$ cat config.mk
export PLATFORM = sky130hd
export DESIGN_NAME = rx_adc_sampler_flat
export DESIGN_NICKNAME = d
export VERILOG_FILES = /design/src/rtl/rx_adc_sampler_if.sv /design/src/rtl/rx_adc_sampler.sv /design/src/flat_wrapper.sv
export SDC_FILE = /design/constraint.sdc
export NUM_CORES = 1
export LEC_CHECK = 0
export CAP_MARGIN = 30
export CORE_MARGIN = 2
export CORE_UTILIZATION = 50
export CTS_CLUSTER_SIZE = 20
export DETAILED_ROUTE_END_ITERATION = 6
export GPL_TIMING_DRIVEN = 0
export PLACE_DENSITY_LB_ADDON = 0.2
export SYNTH_ARGS = -nofsm -noshare
export SYNTH_HDL_FRONTEND = slang
export SYNTH_SLANG_ARGS = --single-unit
$ cat constraint.sdc
create_clock -name crx_clk -period 1.91 [get_ports crx_clk]
set_input_delay 0.2865 -clock crx_clk [delete_from_list [all_inputs] [get_ports crx_clk]]
set_output_delay 0.2865 -clock crx_clk [all_outputs]
set_load 0.02 [all_outputs]
$ cat src/rtl/rx_adc_sampler_if.sv
// Serial ADC pins plus the captured-sample output stream of the receive front end.
// The sampler drives through master; the ADC and the downstream decimator sit on slave.
interface rx_adc_sampler_if #(
    parameter int SAMPLE_WIDTH = 16
);
    logic                    oadc_convst;
    logic                    oadc_cs_n;
    logic                    oadc_sclk;
    logic                    iadc_sdo;
    logic [SAMPLE_WIDTH-1:0] osample;
    logic                    onew_sample_trigg;

    modport master (
        output oadc_convst, oadc_cs_n, oadc_sclk, osample, onew_sample_trigg,
        input  iadc_sdo
    );

    modport slave (
        input  oadc_convst, oadc_cs_n, oadc_sclk, osample, onew_sample_trigg,
        output iadc_sdo
    );
endinterface

$ cat src/rtl/rx_adc_sampler.sv
// Paces serial ADC conversions from a sample-rate counter and shifts each word in MSB-first.
// Presents every captured word with a one-cycle strobe for the rx decimator.
module rx_adc_sampler #(
    parameter int CLK_DIV_SAMPLE = 100,
    parameter int CONV_CYCLES    = 10,
    parameter int SCLK_HALF      = 2,
    parameter int SAMPLE_WIDTH   = 16
) (
    input  logic                     crx_clk,
    input  logic                     rrx_rst,
    input  logic                     erx_en,
    rx_adc_sampler_if.master         adc,
    output logic                     obusy,
    output logic                     ooverrun
);
    localparam int PW   = (CLK_DIV_SAMPLE > 1) ? $clog2(CLK_DIV_SAMPLE) : 1;
    localparam int HMAX = (CONV_CYCLES > SCLK_HALF) ? CONV_CYCLES : SCLK_HALF;
    localparam int HW   = $clog2(HMAX + 1);
    localparam int BW   = (SAMPLE_WIDTH > 1) ? $clog2(SAMPLE_WIDTH) : 1;

    typedef enum logic [1:0] {IDLE, CONVERT, SHIFT, DONE} state_e;

    state_e                  state_q;
    logic [PW-1:0]           per_q, per_d;
    logic [HW-1:0]           half_q;
    logic [BW-1:0]           bit_q;
    logic [SAMPLE_WIDTH-1:0] shreg_q, sample_q;
    logic                    convst_q, cs_n_q, sclk_q, trig_q, ovr_q;
    logic                    tick;

    always_comb begin
        per_d = per_q;
        if (!erx_en)
            per_d = '0;
        else if (per_q == PW'(CLK_DIV_SAMPLE - 1))
            per_d = '0;
        else
            per_d = per_q + 1'b1;
    end

    assign tick = erx_en && (per_q == '0);

    // half_q times the convert window and then each SCLK half period.
    always_ff @(posedge crx_clk) begin
        if (rrx_rst) begin
            state_q  <= IDLE;
            per_q    <= '0;
            half_q   <= '0;
            bit_q    <= '0;
            shreg_q  <= '0;
            sample_q <= '0;
            convst_q <= 1'b0;
            cs_n_q   <= 1'b1;
            sclk_q   <= 1'b0;
            trig_q   <= 1'b0;
            ovr_q    <= 1'b0;
        end else if (!erx_en) begin
            state_q  <= IDLE;
            per_q    <= '0;
            half_q   <= '0;
            bit_q    <= '0;
            convst_q <= 1'b0;
            cs_n_q   <= 1'b1;
            sclk_q   <= 1'b0;
            trig_q   <= 1'b0;
            ovr_q    <= 1'b0;
        end else begin
            per_q  <= per_d;
            trig_q <= 1'b0;
            ovr_q  <= tick && (state_q != IDLE);
            case (state_q)
                IDLE: begin
                    if (tick) begin
                        state_q  <= CONVERT;
                        convst_q <= 1'b1;
                        half_q   <= '0;
                    end
                end
                CONVERT: begin
                    if (half_q == HW'(CONV_CYCLES - 1)) begin
                        state_q  <= SHIFT;
                        convst_q <= 1'b0;
                        cs_n_q   <= 1'b0;
                        sclk_q   <= 1'b0;
                        half_q   <= '0;
                        bit_q    <= '0;
                    end else begin
                        half_q <= half_q + 1'b1;
                    end
                end
                SHIFT: begin
                    if (half_q == HW'(SCLK_HALF - 1)) begin
                        half_q <= '0;
                        if (!sclk_q) begin
                            // Data is taken on the same edge that raises SCLK.
                            sclk_q  <= 1'b1;
                            shreg_q <= (shreg_q << 1) | SAMPLE_WIDTH'(adc.iadc_sdo);
                        end else if (bit_q == BW'(SAMPLE_WIDTH - 1)) begin
                            // Word is complete; publish it as DONE is entered.
                            state_q  <= DONE;
                            cs_n_q   <= 1'b1;
                            sclk_q   <= 1'b0;
                            sample_q <= shreg_q;
                            trig_q   <= 1'b1;
                        end else begin
                            sclk_q <= 1'b0;
                            bit_q  <= bit_q + 1'b1;
                        end
                    end else begin
                        half_q <= half_q + 1'b1;
                    end
                end
                DONE: state_q <= IDLE;
                default: state_q <= IDLE;
            endcase
        end
    end

    assign adc.oadc_convst       = convst_q;
    assign adc.oadc_cs_n         = cs_n_q;
    assign adc.oadc_sclk         = sclk_q;
    assign adc.osample           = sample_q;
    assign adc.onew_sample_trigg = trig_q;
    assign obusy                 = (state_q != IDLE);
    assign ooverrun              = ovr_q;
endmodule

$ cat src/flat_wrapper.sv
// flat-port wrapper written by rule: the top's interface ports become plain ports
module rx_adc_sampler_flat 
#(
    parameter int CLK_DIV_SAMPLE = 100,
    parameter int CONV_CYCLES    = 10,
    parameter int SCLK_HALF      = 2,
    parameter int SAMPLE_WIDTH   = 16
)
  (crx_clk, rrx_rst, erx_en, obusy, ooverrun, adc_oadc_convst, adc_oadc_cs_n, adc_oadc_sclk, adc_osample, adc_onew_sample_trigg, adc_iadc_sdo);
  rx_adc_sampler_if #(.SAMPLE_WIDTH(SAMPLE_WIDTH)) adc_i ();
  input  logic crx_clk;
  input  logic rrx_rst;
  input  logic erx_en;
  output logic obusy;
  output logic ooverrun;
  output wire logic [$bits(adc_i.oadc_convst)-1:0] adc_oadc_convst;
  output wire logic [$bits(adc_i.oadc_cs_n)-1:0] adc_oadc_cs_n;
  output wire logic [$bits(adc_i.oadc_sclk)-1:0] adc_oadc_sclk;
  output wire logic [$bits(adc_i.osample)-1:0] adc_osample;
  output wire logic [$bits(adc_i.onew_sample_trigg)-1:0] adc_onew_sample_trigg;
  input wire logic [$bits(adc_i.iadc_sdo)-1:0] adc_iadc_sdo;
  assign adc_oadc_convst = adc_i.oadc_convst;
  assign adc_oadc_cs_n = adc_i.oadc_cs_n;
  assign adc_oadc_sclk = adc_i.oadc_sclk;
  assign adc_osample = adc_i.osample;
  assign adc_onew_sample_trigg = adc_i.onew_sample_trigg;
  assign adc_i.iadc_sdo = adc_iadc_sdo;
  rx_adc_sampler #(.CLK_DIV_SAMPLE(CLK_DIV_SAMPLE), .CONV_CYCLES(CONV_CYCLES), .SCLK_HALF(SCLK_HALF), .SAMPLE_WIDTH(SAMPLE_WIDTH)) u_core (.crx_clk(crx_clk), .rrx_rst(rrx_rst), .erx_en(erx_en), .adc(adc_i), .obusy(obusy), .ooverrun(ooverrun));
endmodule
==> flow_summary.ini, run 1 <==
[critical_path]
reg2reg_depth = 6
critPathMaxFanout = 7
cp-start-kind = flop
crit_arrival_ns = 2.10
crit_type = reg -> reg
cp-end-kind = flop
worstReg2RegStart = u_core.state_q[0]
required_ns = 2.14
r2r_setup_slack_ns = 0.04
timing.rr.end = u_core.bit_q[3]

[synth]
synth_nets = 254
synth_seq_cells = 54
yosysWarnings = 0
ys.flop_type = dfxtp_1
synth.cell_area_um2 = 2381
synthArstFlopShare_pct = 0
synth-seq-area-share_pct = 45.40
avgSynthCellArea_um2 = 9.921
synth_edf_count = 0
syn_inst = 240
ys_types = 43

[layout]
final_cell_mix = 51 x dfxtp_1, 43 x nor2_1, 34 x mux2i_1, 23 x clkdlybuf4s50_1, 10 x inv_1
postLayoutCoreUtil_pct = 62.39
n_antenna_cell = 0
area_delta_synth_final_pct = 22.12
drive_gt1_share_pct = 12.59
num-fill-cells = 392
mostFrequentLayoutCell = dfxtp_1
nets = 291
final_cells = 332

[placed_design]
place_congestion = 0.7524
io_buffers = 24
post-dp-hpwl_mm = 3.170
dp.cells = 318

[sta]
tightest_slew_ns = 0.5193
drv_slew = 0
fin_crit_ns = 1.866
setup_viol = 0
period_share_pct = 97.72
clock_skew_ns = 0.009661
rsz0062_at_grt = true
finalHoldViolCount = 0
max_freq_ghz = 0.5358
maxSlewHeadroom_pct = 64.91

[route]
vias = 1791
drt-total-wl_mm = 4.399
drc = 0
wl_per_cell_um = 13.25
vias_per_cell = 5.395
drtIter0Drc = 95
ant_nets = 0
first_pass_iters = 4

[min_path]
hold_class = in -> reg
worstHoldStart = rrx_rst
holdPathEnd = u_core.shreg_q[7]
worstHoldPathCells = 2

[clock_tree]
clk_latency_ns = 0.30
ctsLongestPathBuffers = 2
htree_levels = 2
cts_made_buffers = 5
cts_tree = done
clk_pin_slew_worst_paths_ns = 0.10
root_buffer = clkbuf_8
cts_hold_buf = 0
clock-sinks = 54

[global_route]
grt_first_pass_wirelength_mm = 7.707
grt_pass1_vias = 1723
grt_max_degree = 18
antenna_found_initial = 0
overflow = 0
grtUsageTotal_pct = 18.29

[floorplanning]
core-area_um2 = 4661
num_rows = 25
dieArea_um2 = 5330
die_y_um = 73.01
io_pins = 26
start_util_pct = 51.09
chipWidth_um = 73.01

[pwr]
cellLeakagePower_nw = 0.9830
power_density_nw_per_um2 = 666.9
ir_worst_vdd_uv = 538.4

[outcome]
status = complete, no violations

[flow_run]
maxCapViolations = 0
[worst max-delay path by stage]
stage | start | endpoint | slack [ns] | cells after the start
final | u_core.state_q[0] | u_core.bit_q[3] | 0.04 | 6
after global routing | u_core.state_q[0] | u_core.bit_q[3] | -0.02 | 6
after CTS | u_core.state_q[1] | u_core.bit_q[3] | 0.001 | 6
after detailed placement | erx_en | u_core.half_q[0] | -0.33 | 5
after global placement | erx_en | u_core.half_q[1] | -0.27 | 5
after floorplan | u_core.state_q[0] | u_core.bit_q[3] | 0.1 | 6
[cells by family (layout without fill, tap and decap cells)]
kind of cell	after synthesis	count (layout)	synth area share, %
adder cells (fa/ha/maj)	10	10	5.255
buffers and inverters	21	59	4.572
XOR/XNOR	5	5	1.840
AO/OA/AOI/OAI	25	25	7.567
AND/OR/NAND/NOR	91	91	21.07
multiplexers	34	34	14.29
flip-flops	54	54	45.40
[critical path: stages, from the launching register on]
cell,delay [ns]
dfxtp_2,0.35
inv_1,0.07
ha_2,0.23
and4bb_4,0.40
o31ai_4,0.08
or4_1,0.51
a21oi_1,0.15
[sequential cells by signal, summed over array words and instances (netlist names)]
name	count
u_core.adc.oadc_cs_n	1
u_core.adc.osample	16
u_core.shreg_q	16
u_core.half_q	4
u_core.adc.oadc_convst	1
u_core.ooverrun	1
u_core.adc.oadc_sclk	1
u_core.state_q	2
u_core.bit_q	4
u_core.per_q	7
u_core.adc.onew_sample_trigg	1
[stage by stage]
step | total power [W] | setup WS, ns | setup TNS [ns] | instance area (um^2) | hold slack [ns]
after CTS | 0.001952 | 0.001125 | 0 | 2831 | 0.2896
final | 0.001939 | 0.04363 | 0 | 2908 | 0.2948
after floorplan | 0.001248 | 0.09655 | 0 | 2381 | 0.4258
after detailed placement | 0.001284 | -0.3296 | -5.885 | 2689 | 0.4574
after global placement | 0.001282 | -0.2743 | -4.976 | 2689 | 0.4411
after global routing | 0.002031 | -0.01623 | -0.03439 | 2908 | 0.3036
[layer usage]
metal / vias to the layer above / share of wire [%] / track usage, %
li1: 916 / - / -
met1: 854 / 50 / 24.68
met2: 19 / 47 / 29.03
met3: 2 / 3.2 / 4.972
met4: 0 / 0.64 / 4.527
met5: - / 0 / 0
[what timing repair did]
item	in CTS	in global routing
cloned	0	0
endpoints found under the setup margin	27	26
gates resized for setup	6	11
pin swaps	2	2
buffers inserted	4	2
[power by group]
group	internal, W	switching [W]	leakage [nW]
registers	0.00113	0.00000584	0.437
logic	0.0000520	0.0000829	0.498
clock network	0.000299	0.000367	0.0478
[cells in the mapped netlist (2+ instances only)]
cell type	count	area share, %
o31ai_1	5	1.6
xnor2_1	3	1.1
xor2_1	2	0.74
or4_1	2	0.63
a21o_1	2	0.63
mux2i_1	34	14
nand3_1	10	2.1
ha_1	10	5.3
nand4b_1	2	0.74
clkbuf_1	6	0.95
nand3b_1	2	0.63
nand2_1	6	0.95
and3_1	2	0.53
inv_1	10	1.6
dfxtp_1	54	45
buf_4	2	0.63
o211ai_1	5	1.6
buf_6	3	1.4
nor2b_1	2	0.53
nor2_1	44	6.9
a21oi_1	6	1.3
nor4_1	2	0.53
nand4_1	4	1.1
or3_1	3	0.79
[cell type report]
cell class	count	area (um^2)	area share, %
plain buffers	11	71.32	2.453
clock buffers	6	82.58	2.840
clock inverters	2	16.27	0.5594
inverters	10	37.54	1.291
multi-input cells	165	1264	43.46
flip-flops and latches	54	1085	37.31
well taps	54	67.56	2.324
repair buffers	30	284.0	9.768
No activity file was read; power rests on OpenSTA's default activity.
==> run 2: changes to the inputs <==
--- a/config.mk
+++ b/config.mk
@@ -8,6 +8,7 @@
 export CAP_MARGIN = 30
 export CORE_MARGIN = 2
 export CORE_UTILIZATION = 50
+export CTS_CLUSTER_DIAMETER = 60
 export CTS_CLUSTER_SIZE = 20
 export DETAILED_ROUTE_END_ITERATION = 6
 export GPL_TIMING_DRIVEN = 0
==> results of run 2 <==
The final DEF is identical to that of run 1; final timing and power are the same.
==> run 3: changes to the inputs <==
--- a/config.mk
+++ b/config.mk
@@ -13,6 +13,7 @@
 export DETAILED_ROUTE_END_ITERATION = 6
 export GPL_TIMING_DRIVEN = 0
 export PLACE_DENSITY_LB_ADDON = 0.2
+export RECOVER_POWER = 50
 export SYNTH_ARGS = -nofsm -noshare
 export SYNTH_HDL_FRONTEND = slang
 export SYNTH_SLANG_ARGS = --single-unit
==> run 3 against run 2 <==
Global-route usage unchanged; total power about the same; utilization unchanged; highest routed layer unchanged.
==> flow_summary.ini, run 3 (same netlist as run 1, synthesis figures left out) <==
[floorplanning]
die_y_um = 73.01
start_util_pct = 51.09
io_pins = 26
core-area_um2 = 4661
num_rows = 25
dieArea_um2 = 5330
chipWidth_um = 73.01

[flow_run]
maxCapViolations = 0

[route]
vias = 1794
drc = 0
vias_per_cell = 5.404
wl_per_cell_um = 13.24
ant_nets = 0
drt-total-wl_mm = 4.397
first_pass_iters = 4
drtIter0Drc = 95

[clock_tree]
root_buffer = clkbuf_8
clk_latency_ns = 0.30
cts_tree = done
clk_pin_slew_worst_paths_ns = 0.10
clock-sinks = 54
ctsLongestPathBuffers = 2
cts_made_buffers = 5
cts_hold_buf = 0
htree_levels = 2

[global_route]
grtUsageMet3_pct = 4.972
busiest_layer = met2
antenna_found_initial = 0
grt_max_degree = 18
grt_use_met2_pct = 29.03
grt_first_pass_wirelength_mm = 7.707
grt_util_met1_pct = 24.68
grtUsageTotal_pct = 18.29
overflow = 0
grt_pass1_vias = 1723

[sta]
fin_crit_ns = 1.867
maxSlewHeadroom_pct = 64.91
tightest_slew_ns = 0.5193
max_freq_ghz = 0.5355
finalHoldViolCount = 0
drv_slew = 0
whs_ns = 0.2950
rsz0062_at_grt = true
clock_skew_ns = 0.009703
period_share_pct = 97.76
fin_setup_tns_ns = 0
setup_viol = 0

[layout]
postLayoutCoreUtil_pct = 62.39
area_delta_synth_final_pct = 22.12
design_area_um2 = 2908
mostFrequentLayoutCell = dfxtp_1
final_cell_mix = 51 x dfxtp_1, 43 x nor2_1, 34 x mux2i_1, 20 x dlygate4sd3_1, 10 x inv_1
nets = 291
drive_gt1_share_pct = 12.59
n_antenna_cell = 0
num-fill-cells = 392

[critical_path]
cp_top_family = simple AND/OR/NAND/NOR gates
worstReg2RegStart = u_core.state_q[0]
critPathMaxFanout = 7
timing.rr.end = u_core.bit_q[3]
crit_type = reg -> reg
cp-end-kind = flop
reg2reg_depth = 6
worstPathCellList = inv_1 -> ha_2 -> and4bb_4 -> o31ai_4 -> or4_1 -> a21oi_1
required_ns = 2.14
crit_path_max_incr_delay_ns = 0.51
crit_arrival_ns = 2.10
critPathBufInv = 1
crit_slowest_cell = or4_1
cp-start-kind = flop
r2r_setup_slack_ns = 0.04

[placed_design]
place_area_um2 = 2689
io_buffers = 24
place_congestion = 0.7524
post-dp-hpwl_mm = 3.170

[min_path]
hold_class = in -> reg
worstHoldPathCells = 2
worstHoldStart = rrx_rst
holdPathEnd = u_core.shreg_q[7]

[outcome]
status = complete, no violations

[pwr]
combPwrFrac_pct = 6.9
p_int_w = 0.001483
power_frac_clock_pct = 34.3
switching_power_w = 0.0004549
power_density_nw_per_um2 = 666.5
power_w = 0.001938
cellLeakagePower_nw = 1.048
seqPwrFrac_pct = 58.8
ir_worst_vdd_uv = 538.0
switching_share_pct = 23.47
## run 3: cell types whose count changed in the layout (fill, tap and decap cells not counted), sizes merged
cell           previous run  this run
clkdlybuf4s50            23         3
dlygate4sd3               0        20
## run 3: how the worst max path moves through the flow
stage | startpoint | endpoint | slack, ns | cells past startpoint
after floorplan | u_core.state_q[0] | u_core.bit_q[3] | 0.1 | 6
after global routing | u_core.state_q[0] | u_core.bit_q[3] | -0.02 | 6
after CTS | u_core.state_q[1] | u_core.bit_q[3] | 0.001 | 6
after detailed placement | erx_en | u_core.half_q[0] | -0.33 | 5
after global placement | erx_en | u_core.half_q[1] | -0.27 | 5
final | u_core.state_q[0] | u_core.bit_q[3] | 0.04 | 6
## run 3: layout make-up
type / instances / area [um^2] / area share, %
flip-flops and latches: 54 / 1085 / 37.31
well taps: 54 / 67.56 / 2.324
inverters: 10 / 37.54 / 1.291
multi-input cells: 165 / 1264 / 43.46
plain buffers: 11 / 71.32 / 2.453
clock buffers: 6 / 82.58 / 2.840
clock inverters: 2 / 16.27 / 0.5594
repair buffers: 30 / 284.0 / 9.768
## run 3: per-stage QoR
step                      worst slack [ns]  std cells
after global routing              -0.01623        332
after global placement             -0.2743        318
after floorplan                    0.09655        240
after detailed placement           -0.3296        318
after CTS                         0.001125        330
final                              0.04272        332
## run 3: metal layers
| layer | wire, um | vias up |
|---|---|---|
| met5 | 0 | - |
| met4 | 28 | 0 |
| met3 | 148 | 2 |
| met2 | 2038 | 23 |
| met1 | 2182 | 855 |
| li1 | - | 914 |
## run 3: power by group through the flow
stage,registers (W),logic (W),clock network (W)
after floorplan,0.00117,0.0000809,0
after global placement,0.00116,0.000118,0
after detailed placement,0.00116,0.000119,0
after CTS,0.00114,0.000119,0.000694
after global routing,0.00114,0.000149,0.000741
final,0.00114,0.000134,0.000665
## run 3: what timing repair did
item                                    4_1_cts  5_1_grt
hold endpoints to repair                      0        0
pin swaps                                     2        2
endpoints found under the setup margin       27       26
setup buffers                                 4        2
gates resized for setup                       6       11
